File: src/rtl/undo_stack.sv
`default_nettype none
// ============================================================================
//  Module   : undo_stack
//  Purpose  : Undo-history stack for reverse execution. Push, pop, replace-top,
//             commit-clear, wrapping peek, occupancy count and sticky
//             overflow/underflow flags.
//  Revision : 1.0  initial release
// ============================================================================
module undo_stack #(
   parameter int WIDTH      = 16,
   parameter int DEPTH_LOG2 = 4,
   parameter bit MODE_WRAP  = 1'b1
) (
   input  logic                  clk,
   input  logic                  reset,
   input  logic                  push,
   input  logic [WIDTH-1:0]      push_data,
   input  logic                  pop,
   input  logic                  commit,
   input  logic [DEPTH_LOG2-1:0] peek_off,
   output logic [WIDTH-1:0]      peek_data,
   output logic                  peek_valid,
   output logic [WIDTH-1:0]      top_data,
   output logic [DEPTH_LOG2:0]   count,
   output logic                  empty,
   output logic                  full,
   output logic                  overflow,
   output logic                  underflow
);

   localparam int                  DEPTH    = 2 ** DEPTH_LOG2;
   localparam logic [DEPTH_LOG2:0] C_DEPTH  = (DEPTH_LOG2 + 1)'(DEPTH);
   localparam logic [DEPTH_LOG2:0] C_CNT1   = (DEPTH_LOG2 + 1)'(1);
   localparam logic [DEPTH_LOG2:0] C_CNT0   = '0;
   localparam logic [DEPTH_LOG2-1:0] C_SP1  = DEPTH_LOG2'(1);

   logic [WIDTH-1:0]      mem_q [DEPTH];
   logic [DEPTH_LOG2-1:0] sp_q, sp_d;
   logic [DEPTH_LOG2:0]   count_q, count_d;
   logic                  ovf_q, ovf_d;
   logic                  unf_q, unf_d;

   logic                  we;
   logic [DEPTH_LOG2-1:0] waddr;
   logic [DEPTH_LOG2-1:0] top_addr;
   logic [DEPTH_LOG2-1:0] peek_addr;

   assign top_addr  = sp_q - C_SP1;
   // Offset subtraction wraps within the pointer width by construction.
   assign peek_addr = top_addr - peek_off;

   // Next-state decode; one priority row applies per cycle.
   always_comb begin
      sp_d    = sp_q;
      count_d = count_q;
      ovf_d   = ovf_q;
      unf_d   = unf_q;
      we      = 1'b0;
      waddr   = sp_q;
      if (commit) begin
         // History discarded; sp kept so stale entries are simply invalid.
         count_d = C_CNT0;
         ovf_d   = 1'b0;
         unf_d   = 1'b0;
      end else if (push && pop) begin
         if (count_q != C_CNT0) begin
            we    = 1'b1;
            waddr = top_addr;
         end else begin
            // Pop side underflows; the push still lands on an empty stack.
            we      = 1'b1;
            sp_d    = sp_q + C_SP1;
            count_d = count_q + C_CNT1;
            unf_d   = 1'b1;
         end
      end else if (push) begin
         if (count_q != C_DEPTH) begin
            we      = 1'b1;
            sp_d    = sp_q + C_SP1;
            count_d = count_q + C_CNT1;
         end else begin
            ovf_d = 1'b1;
            if (MODE_WRAP) begin
               // Overwrites the oldest slot, which is exactly where sp points.
               we   = 1'b1;
               sp_d = sp_q + C_SP1;
            end
         end
      end else if (pop) begin
         if (count_q != C_CNT0) begin
            sp_d    = sp_q - C_SP1;
            count_d = count_q - C_CNT1;
         end else begin
            unf_d = 1'b1;
         end
      end
   end

   // Control state register with asynchronous reset.
   always_ff @(posedge clk or posedge reset) begin
      if (reset) begin
         sp_q    <= '0;
         count_q <= '0;
         ovf_q   <= 1'b0;
         unf_q   <= 1'b0;
      end else begin
         sp_q    <= sp_d;
         count_q <= count_d;
         ovf_q   <= ovf_d;
         unf_q   <= unf_d;
      end
   end

   // Entry storage; deliberately not reset, validity comes from count only.
   always_ff @(posedge clk) begin
      if (we) begin
         mem_q[waddr] <= push_data;
      end
   end

   assign top_data   = mem_q[top_addr];
   assign peek_data  = mem_q[peek_addr];
   assign peek_valid = ({1'b0, peek_off} < count_q);
   assign count      = count_q;
   assign empty      = (count_q == C_CNT0);
   assign full       = (count_q == C_DEPTH);
   assign overflow   = ovf_q;
   assign underflow  = unf_q;

endmodule
`default_nettype wire

File: config.mk
export PLATFORM = sky130hd
export DESIGN_NAME = undo_stack
export DESIGN_NICKNAME = d
export VERILOG_FILES = /design/src/rtl/undo_stack.sv
export SDC_FILE = /design/constraint.sdc
export NUM_CORES = 1
export LEC_CHECK = 0
export CAP_MARGIN = 10
export CORE_MARGIN = 2
export CORE_UTILIZATION = 45
export CTS_CLUSTER_SIZE = 16
export DETAILED_ROUTE_END_ITERATION = 10
export GPL_TIMING_DRIVEN = 0
export PLACE_DENSITY_LB_ADDON = 0.08
export SLEW_MARGIN = 20
export SYNTH_ARGS = -nofsm -noshare
export SYNTH_HDL_FRONTEND = slang
export SYNTH_SLANG_ARGS = --single-unit
File: constraint.sdc
create_clock -name clk -period 4.61 [get_ports clk]
set_input_delay 0.922 -clock clk [delete_from_list [all_inputs] [get_ports clk]]
set_output_delay 0.922 -clock clk [all_outputs]
set_load 0.005 [all_outputs]
Word-level counts from Yosys, hierarchy flattened
Memories as Yosys holds them, arrays and structs flattened.
Cells that the tools add are included.
{"block": "classes", "addsub": 5, "n_lt_le_gt_ge": 1, "eq_ne": 8, "muxes": 28, "n_bitwise": 1, "reduce_logical": 12}
{"cell": "2-to-1 mux 5 bit", "count": 7}
{"cell": "2-to-1 mux 4 bit", "count": 7}
{"cell": "2-to-1 mux 1 bit", "count": 14}
{"cell": "nonzero test 4 bit", "count": 2}
{"cell": "inequality test 2 bit (second input constant)", "count": 3}
{"cell": "AND reduction 3 bit", "count": 2}
{"cell": "nonzero test 3 bit", "count": 2}
{"cell": "adder 5 x 1 -> 5 bit (second input constant)", "count": 1}
{"cell": "== test 5 bit (second input constant)", "count": 1}
{"cell": "zero test 5 bit", "count": 1}
{"cell": "less-than comparator 4 x 5 -> 1 bit", "count": 1}
{"cell": "inequality test 5 bit (second input constant)", "count": 1}
{"cell": "nonzero test 5 bit", "count": 1}
{"cell": "subtractor 5 x 1 -> 5 bit (second input constant)", "count": 1}
{"cell": "adder 4 x 1 -> 4 bit (second input constant)", "count": 1}
{"cell": "inequality test 4 x 1 -> 1 bit (second input constant)", "count": 1}
{"cell": "AND reduction 4 bit", "count": 1}
{"cell": "subtractor 4 x 1 -> 4 bit (second input constant)", "count": 1}
{"cell": "subtractor 4 bit", "count": 1}
{"cell": "inequality test 3 x 1 -> 1 bit (second input constant)", "count": 1}
{"cell": "inequality test 3 bit (second input constant)", "count": 1}
{"cell": "AND reduction 2 bit", "count": 1}
{"cell": "nonzero test 2 bit", "count": 1}
{"cell": "logical AND 1 bit", "count": 1}
{"cell": "inverter 1 bit", "count": 1}
{"block": "word_totals", "register_bits": 11, "ram_bits": 256, "output_inout_bits": 42, "memories": 1}
{"name": "mem_q", "words": 16, "width": 16, "read_ports": 2, "rd_ports_with_merged_regs": 0, "wr": 1, "line_no": "37", "rtl": "logic [WIDTH-1:0] mem_q [DEPTH];"}

Depth between registers and ports, before layout
Gate-level depths: netlist of run 1.
{"block": "depth", "word_depth": 6, "depth_mapped": 14}

Worst setup path before layout of run 1
Ideal clock, no wire load.
{"block": "synth_path", "kind": "flip-flop to output port", "start": "reg sp_q[0]", "end": "out peek_data[11]", "arrival_ns": 2.917, "t_required_ns": 3.688, "path_slack_ns": 0.771, "path_stages_with_launch": 13, "n_path_buf": 4, "path_cell_list": "dfrtp_1 -> inv_2 -> ha_1 -> xnor2_1 -> inv_2 -> buf_1 -> clkbuf_1 -> ha_1 -> xnor2_1 -> clkbuf_1 -> clkbuf_1 -> nand3_1 -> o221ai_1"}
{"block": "synth_via", "elab_chain_len": 3}
{"element": "start: declaration", "line_no": "38", "rtl": "logic [DEPTH_LOG2-1:0] sp_q, sp_d;"}
{"element": "start signal: assignment", "line_no": "107", "rtl": "sp_q <= sp_d;"}
{"element": "subtractor 4 x 1 -> 4 bit", "line_no": "48", "rtl": "assign top_addr = sp_q - C_SP1;"}
{"element": "subtractor 4 bit", "line_no": "50", "rtl": "assign peek_addr = top_addr - peek_off;"}
{"element": "memory read (16 x 16 bit)"}
{"element": "end: declaration", "line_no": "21", "rtl": "output logic [WIDTH-1:0] peek_data,"}
Every way passes these cells.

Final worst setup path of run 1
{"block": "layout_path", "start": "in peek_off[0]", "end": "out peek_data[14]"}
{"block": "layout_via", "elab_chain_len": 2}
{"element": "start: declaration", "line_no": "20", "rtl": "input logic [DEPTH_LOG2-1:0] peek_off,"}
{"element": "subtractor 4 bit", "line_no": "50"}
{"element": "memory read (16 x 16 bit)"}
Every way passes these cells.

==> impl_metrics.tcl, run 1 <==
set metrics [dict create \
    layout.cells.non_filler 1371 \
    io_pins 67 \
    r2r-start "count[0]$_DFFE_PP0P_" \
    ys_seq_area_share_pct 61.73 \
    fmax_mhz 210.4 \
    portBuffers 64 \
    synth_nets 892 \
    fp-row-count 61 \
    finalCritPeriodShare_pct 103.1 \
    cts_buffers 30 \
    start_util_pct 46.05 \
    worst-setup-path-type "in2out" \
    drv_cap 0 \
    clock_latency_ns 0.59 \
    worst_ep_required_time_ns 3.69 \
    antenna_found_initial 0 \
    antenna_cells 0 \
    ys_types 50 \
    cts_root_buf "clkbuf_16" \
    synth.area.top_cells "edfxtp_1 (60%), mux4_2 (17%), nand2_1 (4.5%)" \
    holdCritStartpoint "underflow$_DFFE_PP0P_" \
    final_common_cell "edfxtp_1" \
    coreArea_sq_mm 0.02801 \
    synth-seq-cells 267 \
    fin_crit_ns 4.753 \
    first_pass_iters 5 \
    ys_warn_count 0 \
    synth_edf_count 256 \
    path_clk_slew_ns 0.06 \
    clkSinkCount 267 \
    gp_congestion 0.8544 \
    status "finished, violations left" \
    fin_skew_ns 0.03139 \
    startpoint_type "input port" \
    drv_slew 0 \
    via_per_inst 6.170 \
    most-common-layout-cells "edfxtp_1 (256), nand2_1 (154), mux4_2 (96), nand3_1 (49), clkdlybuf4s50_1 (49)" \
    hp-class "reg2reg" \
    synth_cells 856 \
    dieArea_sq_mm 0.03004 \
    syn_area_sq_mm 0.01290 \
    die_h_um 173.3 \
    track_usage_pct 25.67 \
    dpl.hpwl_um 26490 \
    die_w_um 173.3 \
    grt_max_degree 17 \
    hold_viol_final 0 \
    drive_above_1_share_pct 26.18 \
    ys_async_sr_fraction_pct 4.120 \
    grt_pass1_wl_um 56010 \
    avgSynthCellArea_sq_um 15.07 \
    violations "setup timing" \
    grt_pass1_vias 8553 \
    synth-main-ff-cell "edfxtp_1" \
    vias 8459 \
    htreeDepth 1 \
    relSlewSlack_pct 46.77 \
    fin_ws_ns -0.1428 \
    post-synth-top-area-fraction_pct 59.59 \
    grt.overflow.total 0 \
    routed_wl_um 38490 \
    crit_start "peek_off[0]" \
    yosys.area.top_type "edfxtp_1" \
    cts_tree "done" \
    cp-end-kind "output pin" \
    tightestPinTransition_ns 0.7956 \
    layout.nets 1005 \
    post-place-ws_ns -1.425 \
    route.detailed.drc 0 \
    arrival_ns 3.83 \
    rsz0062_at_grt "true" \
    worstPathMaxFanout 10 \
    clock_path_buffers 3 \
    setup_viol 2 \
    area_delta_synth_final_pct 21.28 \
    place_inst 1307 \
    ant_nets 0 \
    cts_hold_buf 0 \
    drtIter0Drc 844 \
    wl_per_cell_um 28.07 \
]
==> routing by layer <==
layer	part of all wire (%)	wire (um)	track usage, %	up-vias
met2	48	18550	42.17	386
met5	0	0	0	-
met1	41	15630	34.41	4347
li1	-	-	-	3646
met4	3.8	1475	9.322	0
met3	7.4	2838	4.737	80
==> registers in the layout (all words and copies together), names as in the netlist <==
signal and flops:
mem_q 256, count 5, underflow 1, sp_q 4, overflow 1
==> final timing paths <==
path                                               end  slack (ns)  cells past startpoint
worst max-delay path                     peek_data[14]       -0.14                      8
worst min-delay path             underflow$_DFFE_PP0P_        0.50                      2
worst max register to register  mem_q[3][13]$_DFFE_PP_        1.33                      9
worst min register to register   underflow$_DFFE_PP0P_        0.50                      2
max in group asynchronous          sp_q[1]$_DFFE_PP0P_        3.61                      2
min in group asynchronous         overflow$_DFFE_PP0P_        0.66                      2
==> repair_timing <==
action                                  CTS  global route
resized for setup                        76            43
cloned                                    0             0
endpoints found under the setup margin   32            21
buffers inserted                          4             6
pin swaps                                 3             6
==> metrics by stage <==
step	hold slack, ns	instance area, sq um	util (%)	TNS [ns]
after global placement	0.4821	14010	50.03	-26.43
after detailed placement	0.4972	14200	50.71	-22.50
after CTS	0.5102	15490	55.32	-1.009
after global routing	0.5440	15650	55.85	-0.3817
after floorplan	0.4859	12900	-	0
final	0.4974	15650	55.85	-0.1473
==> final cells by class <==
| cell class | count | area [sq um] |
|---|---|---|
| fill | 2301 | 12370 |
| sequential | 267 | 7965 |
| multi-input combinational | 511 | 4820 |
| timing repair buffer | 83 | 840.8 |
| clock buffer | 36 | 773.2 |
| tap | 378 | 473.0 |
| buffer | 59 | 399.1 |
| clock inverter | 20 | 302.8 |
| inverter | 17 | 71.32 |
==> critical path, cell delays in order <==
cell and delay (ns):
clkdlybuf4s50_1 0.45, ha_1 0.26, fa_2 0.71, buf_6 0.23, mux4_2 0.36, mux2i_2 0.24, o221ai_4 0.17, clkdlybuf4s50_1 0.48
==> logic make-up (layout without fill, tap and decap cells) <==
kind of cell,Yosys count,count (layout),synth area share [%]
compound gates,95,95,5.344
buf+inv,78,215,2.628
simple gates,262,262,8.642
fa+ha+maj,11,11,1.125
flops,267,267,61.73
xor+xnor,14,14,1.212
mux,129,129,19.32
==> synthesized netlist by cell type, types with 3 or more instances <==
cell type,count
a21oi_1,6
a31oi_1,34
a32oi_1,17
buf_1,12
buf_2,16
buf_6,3
clkbuf_1,29
dfrtp_1,11
edfxtp_1,256
ha_1,10
inv_1,12
inv_2,4
mux2i_1,33
mux4_2,96
nand2_1,154
nand3_1,50
nor2_1,35
nor2b_1,4
nor3_1,8
o21ai_1,7
o221ai_1,16
xnor2_1,11
Power of run 1 is not shown: default switching activity piles up to over one toggle a cycle in this logic, so the estimate is an artifact.
==> inputs of run 2 (changes only) <==
CORE_UTILIZATION = 55   (was 45)
GPL_TIMING_DRIVEN = 1   (was 0)
==> run 2 against run 1 <==
  * Die area is 18% lower
  * Flip-flop and latch count is the same
  * Cell count shrank 5.9%
  * Clock skew fell by 0.015 ns
  * Sequential share of layout area is 0.84 points higher
  * Via count down 0.47%
  * Non-clock buffer count is 19 lower
  * Maximum frequency rose by 4.5%
  * Critical endpoint is now top_data[5]
  * Largest cell class unchanged
  * The flow now finishes without violations
  * Highest routed layer is now met5
==> impl_metrics.tcl, run 2 (synthesized netlist as in run 1, its figures left out) <==
set metrics [dict create \
    grt_max_degree 65 \
    area_delta_synth_final_pct 19.29 \
    cpMostUsedCell "a31oi_1" \
    portBuffers 66 \
    path_clk_slew_ns 0.07 \
    grt.overflow.total 0 \
    gp_congestion 0.8571 \
    first_pass_iters 5 \
    setup_viol 0 \
    fin_ws_ns 0.06135 \
    grt_pass1_vias 8517 \
    cpMaxStageDelayCell "buf_4" \
    arrival_ns 3.63 \
    layout.nets 984 \
    clock_path_buffers 3 \
    routed_wl_um 34370 \
    relSlewSlack_pct 45.53 \
    cts_root_buf "clkbuf_16" \
    final_common_cell "edfxtp_1" \
    die_w_um 157.2 \
    most-common-layout-cells "edfxtp_1 (256), nand2_1 (154), mux4_2 (96), clkdlybuf4s50_1 (54), nand3_1 (50)" \
    fin_skew_ns 0.01639 \
    startpoint_type "register" \
    drtIter0Drc 946 \
    vias 8419 \
    via_per_inst 6.526 \
    route.detailed.drc 0 \
    layout.cells.non_filler 1290 \
    hp-class "reg2reg" \
    regMostFlops "mem_q" \
    worst-setup-path-type "reg2out" \
    worst_ep_required_time_ns 3.69 \
    track_usage_pct 28.89 \
    io_pins 67 \
    status "finished clean" \
    drv_slew 0 \
    cts_buffers 28 \
    crit_chain "inv_4 > ha_4 > xnor2_2 > buf_4 > nand2_1 > a32oi_1 > a31oi_1 > a31oi_1 > clkdlybuf4s50_1" \
    fmax_mhz 219.8 \
    start_util_pct 55.45 \
    place_inst 1238 \
    drv_cap 0 \
    dpl.hpwl_um 22270 \
    cts_hold_buf 0 \
    ant_nets 0 \
    wl_per_cell_um 26.64 \
    clkSinkCount 267 \
    finalCritPeriodShare_pct 98.67 \
    clock_latency_ns 0.55 \
    hold_viol_final 0 \
    largest_register_ffs 256 \
    fp-row-count 56 \
    post-place-ws_ns 0.03037 \
    grt_pass1_wl_um 51970 \
    tightestPinTransition_ns 0.8171 \
    dieArea_sq_mm 0.02470 \
    htreeDepth 1 \
    crit_path_max_incr_delay_ns 0.63 \
    drive_above_1_share_pct 23.71 \
    worstPathMaxFanout 64 \
    antenna_found_initial 3 \
    cts_tree "done" \
    coreArea_sq_mm 0.02326 \
    cp-end-kind "output pin" \
    fin_crit_ns 4.549 \
    die_h_um 157.2 \
]
==> run 2: cell count changes in the layout (fill, tap and decap cells not counted), moves of 7 or more <==
cell	previous run	this run
buf_2	16	0
clkbuf_2	14	0
clkbuf_1	14	6
dlygate4sd2_1	8	1
nor2_4	8	1
buf_12	2	15
buf_4	11	37
o221ai_1	6	13
buf_6	14	4
==> run 2: final timing paths <==
check	start	to	slack [ns]	cells after the start
hold / removal	underflow$_DFFE_PP0P_	underflow$_DFFE_PP0P_	0.51	2
setup reg to reg	count[0]$_DFFE_PP0P_	mem_q[15][8]$_DFFE_PP_	1.25	9
setup / recovery	sp_q[0]$_DFFE_PP0P_	top_data[5]	0.06	9
min in group asynchronous	reset	underflow$_DFFE_PP0P_	0.67	2
hold reg to reg	underflow$_DFFE_PP0P_	underflow$_DFFE_PP0P_	0.51	2
max in group asynchronous	reset	sp_q[0]$_DFFE_PP0P_	3.61	2
==> run 2: metal layers <==
layer | vias to the layer above | part of all wire, % | GRT usage, %
met5 | - | 0.061 | 0
met4 | 4 | 2.5 | 8.961
met3 | 76 | 9.0 | 5.121
met2 | 494 | 50 | 48.48
met1 | 4252 | 38 | 39.07
li1 | 3593 | - | -
==> run 2: repair_timing <==
item / in CTS / in global routing
pin swaps: 0 / 1
endpoints found under the setup margin: 24 / 18
setup buffers: 0 / 0
gates resized for setup: 5 / 20
==> run 2: worst max-delay path, delay by kind of cell, from the launching register on <==
| family | cells | cell delay [ns] |
|---|---|---|
| flops | 1 | 0.42 |
| buf+inv | 3 | 1.36 |
| compound gates | 3 | 0.78 |
| xor+xnor | 1 | 0.13 |
| fa+ha+maj | 1 | 0.18 |
| simple gates | 1 | 0.14 |
==> run 2: final cells by class <==
cell class	count	area (sq um)
tap	319	399.1
inverter	17	66.31
timing repair buffer	123	1324
clock buffer	39	803.3
antenna	1	2.502
clock inverter	13	117.6
fill	1686	7874
sequential	267	7964
multi-input combinational	511	4712
==> run 2: metrics by stage <==
stage               util [%]    TNS, ns  area [sq um]  hold slack, ns
detailed placement     61.84          0         14390          0.5042
global placement       61.82          0         14380          0.4786
floorplan                  -          0         12900          0.4859
global route           66.15  -0.001898         15390          0.5505
finish                 66.15          0         15390          0.5134
CTS                    65.90          0         15330          0.5187
Power of run 2 is left out for the same reason.
==> inputs of run 3 (changes only) <==
--- a/config.mk
+++ b/config.mk
@@ -7,5 +7,5 @@
 export LEC_CHECK = 0
-export CAP_MARGIN = 10
+export CAP_MARGIN = 20
 export CORE_MARGIN = 2
-export CORE_UTILIZATION = 55
+export CORE_UTILIZATION = 45
 export CTS_CLUSTER_SIZE = 16
--- a/constraint.sdc
+++ b/constraint.sdc
@@ -3,2 +3,2 @@
 set_output_delay 0.922 -clock clk [all_outputs]
-set_load 0.005 [all_outputs]
+set_load 0.05 [all_outputs]
==> run 3 against run 2 <==
  * Utilization is 11 points lower
  * Wire length is 4.1% higher
  * Critical endpoint is now peek_data[6]
  * Maximum frequency is 1.2% higher
  * Cell count is 4.3% higher
  * Sequential share of layout area hardly changed
  * Critical path depth is 2 higher
  * Worst setup slack better by 0.055 ns
  * Non-clock buffer count is 5 lower
==> impl_metrics.tcl, run 3 (synthesized netlist as in run 1, its figures left out) <==
set metrics [dict create \
    route.detailed.drc 0 \
    worstPathMaxFanout 48 \
    grt_max_degree 65 \
    worst-setup-path-type "reg2out" \
    grt.overflow.total 0 \
    gp_congestion 0.8603 \
    cp-end-kind "output pin" \
    htreeDepth 1 \
    cts_resized 2 \
    vias 8320 \
    io_pins 67 \
    finalCritPeriodShare_pct 97.48 \
    final_common_cell "edfxtp_1" \
    startpoint_type "register" \
    first_pass_iters 5 \
    cts_tree "done" \
    wl_per_cell_um 26.61 \
    fin_crit_ns 4.494 \
    post_cts_buffers 0 \
    fin_setup_tns_ns 0 \
    crit_path_max_incr_delay_ns 0.48 \
    worst_ep_required_time_ns 3.69 \
    placed_area_sq_mm 0.01443 \
    cts_hold_buf 0 \
    layout.nets 980 \
    die_w_um 173.3 \
    fp-row-count 61 \
    clock_path_buffers 3 \
    via_per_inst 6.186 \
    rsz0062_at_grt "false" \
    portBuffers 66 \
    largest_register_ffs 256 \
    routed_wl_um 35790 \
    fill_cells 2230 \
    cts_buffers 29 \
    relSlewSlack_pct 46.71 \
    crit_chain "inv_1 > ha_4 > inv_1 > ha_1 > nand2_1 > o21ai_1 > xnor3_2 > buf_12 > mux2i_1 > o221ai_1 > buf_12" \
    tightestPinTransition_ns 0.7994 \
    start_util_pct 46.05 \
    stdcell_area_sq_mm 0.01538 \
    die_h_um 173.3 \
    path_clk_slew_ns 0.06 \
    cpMaxStageDelayCell "o221ai_1" \
    status "finished clean" \
    regMostFlops "mem_q" \
    hp-class "reg2reg" \
    grt_pass1_wl_um 53810 \
    antenna_found_initial 1 \
    rrSetupSlack_ns 1.24 \
    fmax_mhz 222.5 \
    drtIter0Drc 869 \
    ant_nets 0 \
    drv_cap 0 \
    area_delta_synth_final_pct 19.25 \
    coreArea_sq_mm 0.02801 \
    track_usage_pct 23.95 \
    dieArea_sq_mm 0.03004 \
    clock_latency_ns 0.56 \
    drv_slew 0 \
    setup_viol 0 \
    dpl.hpwl_um 22210 \
    arrival_ns 3.57 \
    grt_pass1_vias 8487 \
    clkSinkCount 267 \
    hold_viol_final 0 \
    most-common-layout-cells "edfxtp_1 (256), nand2_1 (154), mux4_2 (96), buf_4 (59), nand3_1 (50)" \
    fin_skew_ns 0.02078 \
    cts_root_buf "clkbuf_16" \
    drive_above_1_share_pct 26.19 \
]
-- run 3: cell count changes in the layout (fill, tap and decap cells not counted), sizes merged, moves of 2 or more --
cell           change
buf               +28
clkdlybuf4s50     -20
dlymetal6s2s      -11
clkbuf             -6
clkinv             +3
clkinvlp           +2
-- run 3: metrics by stage --
stage	utilization, %	hold slack [ns]	setup slack (ns)	instances
after detailed placement	51.52	0.4946	0.1060	1291
final	54.92	0.4974	0.1163	1345
after global placement	51.52	0.4779	0.1174	1291
after global routing	54.92	0.5551	0.008846	1345
after floorplan	-	0.6506	0.1513	856
after CTS	54.88	0.5062	0.09604	1344
-- run 3: routing by layer --
layer	global-route usage, %	routed length [um]	vias to the layer above
met1	31.58	14480	4290
met4	7.451	1089	0
li1	-	-	3583
met5	0	0	-
met2	41.10	17960	362
met3	3.728	2261	85
-- run 3: worst max-delay path: cells and delay by family, from the launching register on --
family	cells	cell delay, ns
and+or+nand+nor	1	0.05
xor gates and xnor gates	1	0.29
adders and majority gates	2	0.78
muxes	1	0.16
DFF	1	0.36
buffers and inverters	4	0.68
AOI/OAI and AO/OA	2	0.62
-- run 3: worst paths after layout --
path / to / cells past startpoint / start
setup / recovery: peek_data[6] / 11 / sp_q[1]$_DFFE_PP0P_
min in group asynchronous: underflow$_DFFE_PP0P_ / 2 / reset
hold / removal: overflow$_DFFE_PP0P_ / 2 / overflow$_DFFE_PP0P_
max in group asynchronous: sp_q[0]$_DFFE_PP0P_ / 2 / reset
hold reg to reg: overflow$_DFFE_PP0P_ / 2 / overflow$_DFFE_PP0P_
setup reg to reg: mem_q[5][5]$_DFFE_PP_ / 9 / sp_q[0]$_DFFE_PP0P_
-- run 3: final cells by class --
cell class,count,area [sq um],share of cell area [%]
multi-input cells,511,4687,30.47
repair buffers,118,1266,8.231
diodes,1,2.502,0.01627
inverters,17,63.81,0.4148
clock buffers,34,744.5,4.839
clock inverters,19,182.7,1.187
flip-flops and latches,267,7964,51.77
well taps,378,473.0,3.074
Power of run 3 is left out for the same reason.
